==> src/rtl/puzzle2_pkg.sv <==
// Shared types for the invalid-ID range scheduler: range record and FSM states.
package puzzle2_pkg;

  localparam int ID_W = 64;

  typedef struct packed {
    logic [ID_W-1:0] id1;
    logic [ID_W-1:0] id2;
  } range_t;

  typedef enum logic [2:0] {
    IDLE,
    RUN,
    DRAIN,
    SUM,
    DONE
  } sched_state_e;

endpackage

==> src/rtl/range_fifo.sv <==
// Small synchronous FIFO of ranges; head is visible combinationally while not empty.
module range_fifo
  import puzzle2_pkg::*;
#(
  parameter int DEPTH = 8
) (
  input  logic   clk,
  input  logic   reset,
  input  logic   push,
  input  range_t push_data,
  input  logic   pop,
  output range_t head,
  output logic   full,
  output logic   empty
);

  localparam int AW = $clog2(DEPTH);

  range_t          mem [DEPTH];
  logic   [AW:0]   wr_ptr;
  logic   [AW:0]   rd_ptr;

  // Pointers carry one extra wrap bit so full and empty can be told apart.
  always_ff @(posedge clk or posedge reset) begin
    if (reset) begin
      wr_ptr <= '0;
      rd_ptr <= '0;
    end else begin
      if (push && !full) wr_ptr <= wr_ptr + (AW+1)'(1);
      if (pop && !empty) rd_ptr <= rd_ptr + (AW+1)'(1);
    end
  end

  always_ff @(posedge clk) begin
    if (push && !full) mem[wr_ptr[AW-1:0]] <= push_data;
  end

  assign head  = mem[rd_ptr[AW-1:0]];
  assign empty = (wr_ptr == rd_ptr);
  assign full  = (wr_ptr[AW] != rd_ptr[AW]) && (wr_ptr[AW-1:0] == rd_ptr[AW-1:0]);

endmodule

==> src/rtl/range_dispatch_sched.sv <==
// Buffers ID ranges, hands them round-robin to idle summing workers, then
// adds the workers' running sums into one total once the list has drained.
module range_dispatch_sched
  import puzzle2_pkg::*;
#(
  parameter int NUM_WORKERS = 4,
  parameter int FIFO_DEPTH  = 8,
  parameter int ID_W        = puzzle2_pkg::ID_W
) (
  input  logic                        clk,
  input  logic                        reset,
  input  logic                        in_valid,
  output logic                        in_ready,
  input  logic [ID_W-1:0]             in_id1,
  input  logic [ID_W-1:0]             in_id2,
  input  logic                        in_last,
  output logic [NUM_WORKERS-1:0]      w_wr_en,
  output logic [ID_W-1:0]             w_id1,
  output logic [ID_W-1:0]             w_id2,
  input  logic [NUM_WORKERS-1:0]      w_valid,
  input  logic [NUM_WORKERS*ID_W-1:0] w_sum,
  output logic                        done,
  output logic [ID_W-1:0]             total,
  output logic [31:0]                 range_count,
  output logic [15:0]                 swap_count
);

  localparam int RR_W = (NUM_WORKERS > 1) ? $clog2(NUM_WORKERS) : 1;

  sched_state_e           state, state_next;
  range_t                 push_data, head;
  logic                   full, empty, accept, swap, grant, found, last_seen, sum_last;
  logic [NUM_WORKERS-1:0] busy, blank, eligible, grant_vec, busy_next;
  logic [RR_W-1:0]        rr, rr_next, pick, idx, sum_idx;

  assign in_ready = !reset && (state == IDLE || state == RUN) && !full && !last_seen;
  assign accept   = in_valid && in_ready;
  assign swap     = in_id1 > in_id2;
  assign eligible = ~busy & w_valid;
  assign sum_last = (int'(sum_idx) == NUM_WORKERS - 1);

  always_comb begin
    push_data.id1 = swap ? in_id2 : in_id1;
    push_data.id2 = swap ? in_id1 : in_id2;
  end

  range_fifo #(.DEPTH(FIFO_DEPTH)) u_fifo (
    .clk       (clk),
    .reset     (reset),
    .push      (accept),
    .push_data (push_data),
    .pop       (grant),
    .head      (head),
    .full      (full),
    .empty     (empty)
  );

  // First eligible worker at or after the round-robin pointer, wrapping.
  always_comb begin
    found = 1'b0;
    pick  = '0;
    idx   = '0;
    for (int j = 0; j < NUM_WORKERS; j++) begin
      idx = RR_W'((int'(rr) + j) % NUM_WORKERS);
      if (!found && eligible[idx]) begin
        found = 1'b1;
        pick  = idx;
      end
    end
    grant     = found && (state == RUN) && !empty;
    grant_vec = grant ? (NUM_WORKERS'(1) << pick) : '0;
    rr_next   = (int'(pick) == NUM_WORKERS - 1) ? '0 : pick + RR_W'(1);
  end

  // blank hides the worker's stale valid during the cycle the start pulse is in flight.
  assign busy_next = (busy & ~(w_valid & ~blank)) | grant_vec;

  always_comb begin
    state_next = state;
    case (state)
      IDLE:    if (accept) state_next = RUN;
      RUN:     if (last_seen && empty) state_next = DRAIN;
      DRAIN:   if (busy == '0) state_next = SUM;
      SUM:     if (sum_last) state_next = DONE;
      DONE:    state_next = DONE;
      default: state_next = IDLE;
    endcase
  end

  always_ff @(posedge clk or posedge reset) begin
    if (reset) begin
      state       <= IDLE;
      busy        <= '0;
      blank       <= '0;
      rr          <= '0;
      last_seen   <= 1'b0;
      w_wr_en     <= '0;
      w_id1       <= '0;
      w_id2       <= '0;
      range_count <= '0;
      swap_count  <= '0;
      sum_idx     <= '0;
      total       <= '0;
      done        <= 1'b0;
    end else begin
      state   <= state_next;
      busy    <= busy_next;
      blank   <= grant_vec;
      w_wr_en <= grant_vec;
      if (accept && in_last) last_seen <= 1'b1;
      if (accept && swap && swap_count != '1) swap_count <= swap_count + 16'd1;
      if (grant) begin
        rr          <= rr_next;
        w_id1       <= head.id1;
        w_id2       <= head.id2;
        range_count <= range_count + 32'd1;
      end
      if (state == SUM) begin
        total   <= total + w_sum[int'(sum_idx)*ID_W +: ID_W];
        sum_idx <= sum_idx + RR_W'(1);
        if (sum_last) done <= 1'b1;
      end
    end
  end

endmodule
==> config.mk <==
export PLATFORM = sky130hd
export DESIGN_NAME = range_dispatch_sched
export DESIGN_NICKNAME = d
export VERILOG_FILES = /design/src/rtl/puzzle2_pkg.sv /design/src/rtl/range_fifo.sv /design/src/rtl/range_dispatch_sched.sv
export SDC_FILE = /design/constraint.sdc
export NUM_CORES = 2
export LEC_CHECK = 0
export CORE_MARGIN = 1
export CORE_UTILIZATION = 55
export DETAILED_ROUTE_END_ITERATION = 10
export GPL_TIMING_DRIVEN = 0
export PLACE_DENSITY = 0.78
export SLEW_MARGIN = 20
export SYNTH_ARGS = -nofsm -noshare
export SYNTH_HDL_FRONTEND = slang
export SYNTH_SLANG_ARGS = --single-unit
export TNS_END_PERCENT = 10
==> constraint.sdc <==
create_clock -name clk -period 21.1 [get_ports clk]
set_input_delay 3.165 -clock clk [delete_from_list [all_inputs] [get_ports clk]]
set_output_delay 3.165 -clock clk [all_outputs]
set_load 0.01 [all_outputs]
-- Yosys cells after proc, flatten, opt, wreduce, memory -nomap -nowiden
Memory sizes are Yosys's and may differ from the RTL's. A register that Yosys moved wholly into a read port is not among the register bits.
Cells that the tools add are included.
- $add $sub $neg: 10
- magnitude comparators: 5
- equal/unequal tests: 14
- shifts and indexed selects: 2
- multiplexer cells: 27
- bitwise logic cells: 7
- reductions and logical operators: 28
- operator list (kind ; number):
    256-bit by 9-bit indexed part select with 64-bit output ; 1
    64-bit two-way mux ; 2
    64-bit adder ; 1
    64-bit greater-than comparator ; 1
    32-bit by 1-bit adder with 32-bit output, second input constant ; 1
    16-bit by 1-bit adder with 16-bit output, second input constant ; 1
    1-bit logical AND ; 16
    16-bit inequality test, second input constant ; 1
    3-bit case mux with 5 select lines ; 1
    4-bit bitwise AND ; 3
    2-bit by 3-bit less-than comparator with 1-bit output, second input constant ; 4
    3-bit two-way mux ; 4
    4-bit NOT ; 3
    1-bit two-way mux ; 10
    2-bit two-way mux ; 5
    4-bit by 1-bit adder with 4-bit output, second input constant ; 2
    1-bit binary-select mux with 2-bit select ; 4
    1-bit logical NOT ; 7
    2-bit by 1-bit adder with 2-bit output, second input constant ; 3
    3-bit by 2-bit == test with 1-bit output, second input constant ; 2
    2-bit inequality test, second input constant ; 3
    2-bit adder, second input constant ; 2
    2-bit by 1-bit == test with 1-bit output, second input constant ; 2
    4-bit == test ; 1
    other kinds (13) ; 13
- register bits after elaboration: 137
- RAM bits: 1024
- input bits: 392
- output and inout bits: 246
- word-level logic and storage cells: 106
- memories: 1
- memory list (memory ; words ; width ; read ports ; clocked after Yosys merged registers in ; wr ports ; line ; source):
    u_fifo.mem ; 8 ; 128 ; 1 ; 1 ; 1 ; range_fifo.sv:19 ; range_t mem [DEPTH];

-- Depth between registers and ports, before layout
- depth in word-level cells: 18
- depth in mapped cells: 15
- mapped depth without buffers: 13

-- Hierarchy
A second synthesis with hierarchy kept.
- cell total of the unflattened synthesis: 3635
- area total of the unflattened synthesis: 57207.4 µm²
- by module, submodules not included (module ; times used ; cells each ; area each (µm²) ; seq. area each (µm²)):
    range_fifo ; 1 ; 1540 ; 39007.4 ; 30949.7
    range_dispatch_sched ; 1 ; 2095 ; 18200.0 ; 6431.2

-- Worst setup path after synthesis
OpenSTA, ideal clock, no wires.
- path type: input to register
- start: input reset
- end: memory u_fifo.mem[2][0] in the netlist's numbering (enable)
- setup time: 0.975 ns
- arrival time: 17.156 ns
- data required time: 20.125 ns
- path slack: 2.969 ns
- stages on the path: 4
- path buffers: 0
- path through: or4_1 a21oi_1 nand2_1 nor4b_1
- word-level cells in the longest chain between the ends: 8
- ends and longest elaborated chain (element ; line ; source):
    start: declaration ; range_dispatch_sched.sv:11 ; input logic reset,
    1-bit logical NOT (no line) ; - ;
    1-bit logical AND (3 in a row) ; range_dispatch_sched.sv:36 ; assign in_ready = !reset && (state == IDLE || state == RUN) && !full && !last_seen;
    via in_ready ; range_dispatch_sched.sv:13 ; output logic in_ready,
    1-bit logical AND ; range_dispatch_sched.sv:37 ; assign accept = in_valid && in_ready;
    1-bit logical AND ; range_fifo.sv:35 ; if (push && !full) mem[wr_ptr[AW-1:0]] <= push_data;
    1-bit two-way mux ; range_fifo.sv:35 ;
    1-bit two-way mux (not written as such) ; range_fifo.sv:35 ;
    end: declaration ; range_fifo.sv:19 ;
The timed path passes the listed nets, and every way through them passes these cells.

==> results.cfg <==
[floorplan]
core_area_um2 = 102000
die_y_um = 322
dieArea_um2 = 104000
die_w_um = 322
ioPinCount = 638
std_cell_rows = 117
start_util_pct = 55.4

[finish]
drive_above_1_share_pct = 17.6
layout_common_cells = 1024 x edfxtp_1, 637 x clkdlybuf4s50_1, 320 x mux4_2
fin_nets = 4955
mostFrequentLayoutCell = edfxtp_1
n_fill_cell = 6627
area_delta_synth_final_pct = 24.7
seq_area_um2 = 37400
fin_area_um2 = 70300
multiInputGateArea_um2 = 18000

[route]
ant_nets = 0
vias = 36100
vias_per_cell = 6.10
drc = 0
drt_iter0_drc = 3695
wire_per_inst_um = 27.8
wl_um = 165000
drt_pass1_iterations = 6

[global_routing]
grt_max_degree = 95
grt_first_pass_wirelength_um = 237000
grt_overflow = 0
grt_pass1_vias = 36000
track_usage_pct = 31.8
antenna_found_initial = 26

[critical_path]
startpoint_type = input pin
crit_fanout = 10
end_kind = register
path_class = input pin to register
cpMaxStageDelayCell = nor4bb_1
path_cells = clkdlybuf4s50_1 > inv_1 > ha_1 > nor2b_1 > o21a_1 > o21a_1 > o21ai_0 > nor4bb_1 > o221ai_1 > o21ai_1 > clkbuf_1 > clkbuf_1 > nand2_1 > o21ai_1
r2r_start = sum_idx[0]$_DFFE_PP0P_
worstReg2RegEnd = total[58]$_DFFE_PP0P_
max_stage_delay_ns = 0.97
r2r_cells = 15
r2r_slack_ns = 15.21
crit_buf_inv = 4
cp_top_family = compound AO/OA/AOI/OAI gates
cp_num_cells = 14
worstPathRequired_ns = 21.53
cp.arrival_ns = 9.42

[sta]
min_period_ns = 8.98
fin_crit_sh_pct = 42.6
timing.hold.ws_ns = 0.472
slew_headroom_pct = 21.7
finalHoldViolations = 0
fin_setup_tns_ns = 0
drv_slew = 0
rsz0062_at_grt = false
finalClockSkew_ns = 0.0241
tightest_slew_ns = 1.16
setup_viol = 0
setup_ws_ns = 12.12
timing.fmax_mhz = 111

[cts]
cts_inserted_buffers = 133
cts.repair.resized = 0
cts_setup_buffers = 0
clock_latency_ns = 0.74
cts_tree = yes
cts_buffer_depth = 3
clk_pin_slew_ns = 0.06
postCtsHoldBufs = 0
cts_num_sinks = 1289
cts_root_buf = clkbuf_16
htree_levels = 4

[power]
combPwrFrac_pct = 41.9
vdd_drop_max_mv = 0.0919
internal_power_mw = 6.11
clkPwrFrac_pct = 24.1
p_sw_mw = 3.43
seqPwrFrac_pct = 34.0
switching_share_pct = 36.0
power_mw = 9.54
leakage_nw = 25.6
power_density_nw_per_um2 = 136

[min_path]
hold_start = range_count[31]$_DFFE_PP0P_
hold_path_class = register to register
whs_endpoint = range_count[31]$_DFFE_PP0P_
min_path_cells = 1

[placed_design]
preCtsSetupSlack_ns = 11.38
io_buffers = 637
dp_hpwl_um = 120000
gp_congestion = 0.915
placed_area_um2 = 66000

[yosys]
synthCells = 3485
synth_area_leader_cell = edfxtp_1
syn_area_um2 = 56400
async_flop_share_pct = 20.6
yosys_warnings = 0
synth_area_leaders = edfxtp_1 55%, mux4_2 13%, dfrtp_1 12%
ys_types = 68
netlist.area_leader.share_pct = 54.6
synth_edf_count = 1024
syn_nets = 4014
ys.flop_type = edfxtp_1
ys_seq_elements = 1289
avgSynthCellArea_um2 = 16.2
yosysSeqAreaShare_pct = 66.3

[status]
status = completed

[job]
maxCapViolCount = 0
[cell families after synthesis]
logic type | Yosys count | share of synthesized area [%]
buffers and inverters | 284 | 1.93
XOR/XNOR | 113 | 1.76
AO/OA/AOI/OAI | 549 | 5.66
AND/OR/NAND/NOR | 596 | 4.85
multiplexers | 517 | 16.4
flip-flops | 1289 | 66.3
adder cells (fa/ha/maj) | 137 | 3.05
[cell usage after synthesis (all sizes together) (69+ instances only)]
| master | n |
|---|---|
| a21oi | 223 |
| clkbuf | 141 |
| dfrtp | 265 |
| edfxtp | 1024 |
| ha | 136 |
| inv | 99 |
| mux2 | 69 |
| mux2i | 128 |
| mux4 | 320 |
| nand2 | 201 |
| nor2 | 190 |
| o21ai | 164 |
[routing by layer]
| metal | track usage (%) | routed length (um) |
|---|---|---|
| met5 | 0 | 70 |
| met3 | 8.14 | 15800 |
| met2 | 51.8 | 80700 |
| met4 | 14.9 | 7780 |
| met1 | 40.1 | 60300 |
[final cells by class]
class                   count  share of cell area, %
diodes                     18                 0.0641
clock buffers             180                   5.28
plain buffers             185                   1.04
flip-flops and latches   1289                   53.2
well taps                1368                   2.43
clock inverters            63                  0.769
inverters                  99                  0.539
multi-input cells        1912                   25.5
repair buffers            806                   11.2
[stage by stage]
| stage | cells | util (%) |
|---|---|---|
| global route | 5913 | 69.1 |
| floorplan | 3485 | - |
| CTS | 5901 | 69.0 |
| global placement | 5490 | 63.4 |
| finish | 5920 | 69.1 |
| detailed placement | 5658 | 64.9 |
[worst max-delay path by stage]
stage,startpoint,end,slack [ns]
after floorplan,reset,u_fifo.mem[2][0]$_DFFE_PP_,2.97
after detailed placement,in_id2[1],u_fifo.mem[4][72]$_DFFE_PP_,11.38
after global routing,in_id2[1],u_fifo.mem[2][67]$_DFFE_PP_,12.22
after global placement,reset,u_fifo.mem[2][59]$_DFFE_PP_,-10.57
final,in_id2[1],u_fifo.mem[7][72]$_DFFE_PP_,12.12
after CTS,in_id2[1],u_fifo.mem[6][72]$_DFFE_PP_,12.09
[worst register-to-register path: stages (launching register included)]
cell,delay [ns]
dfrtp_1,0.39
buf_1,0.64
buf_1,0.72
mux4_2,0.66
ha_1,0.26
fa_1,0.44
a21oi_1,0.21
nor2_1,0.10
o31ai_1,0.41
a211oi_1,0.19
o21ai_0,0.36
a21oi_1,0.15
nor4_1,0.71
o31ai_1,0.25
xnor2_1,0.17
o21ai_0,0.17
[power groups by stage]
stage / Combinational [mW] / Clock (mW) / Sequential, mW
floorplan: 2.44 / 0 / 3.33
finish: 4.00 / 2.30 / 3.24
detailed placement: 3.95 / 0 / 3.29
CTS: 3.98 / 2.32 / 3.24
global route: 4.30 / 2.42 / 3.27
global placement: 3.87 / 0 / 3.30
[flip-flops by register name (all words and copies together), names as in the netlist]
name,count
u_fifo.mem,1024
w_id2,64
swap_count,16
done,1
blank,4
rr,2
last_seen,1
sum_idx,2
u_fifo.rd_ptr,4
w_id1,64
state,3
total,64
busy,4
u_fifo.wr_ptr,4
range_count,32
Power figures use the tool's default switching activity.
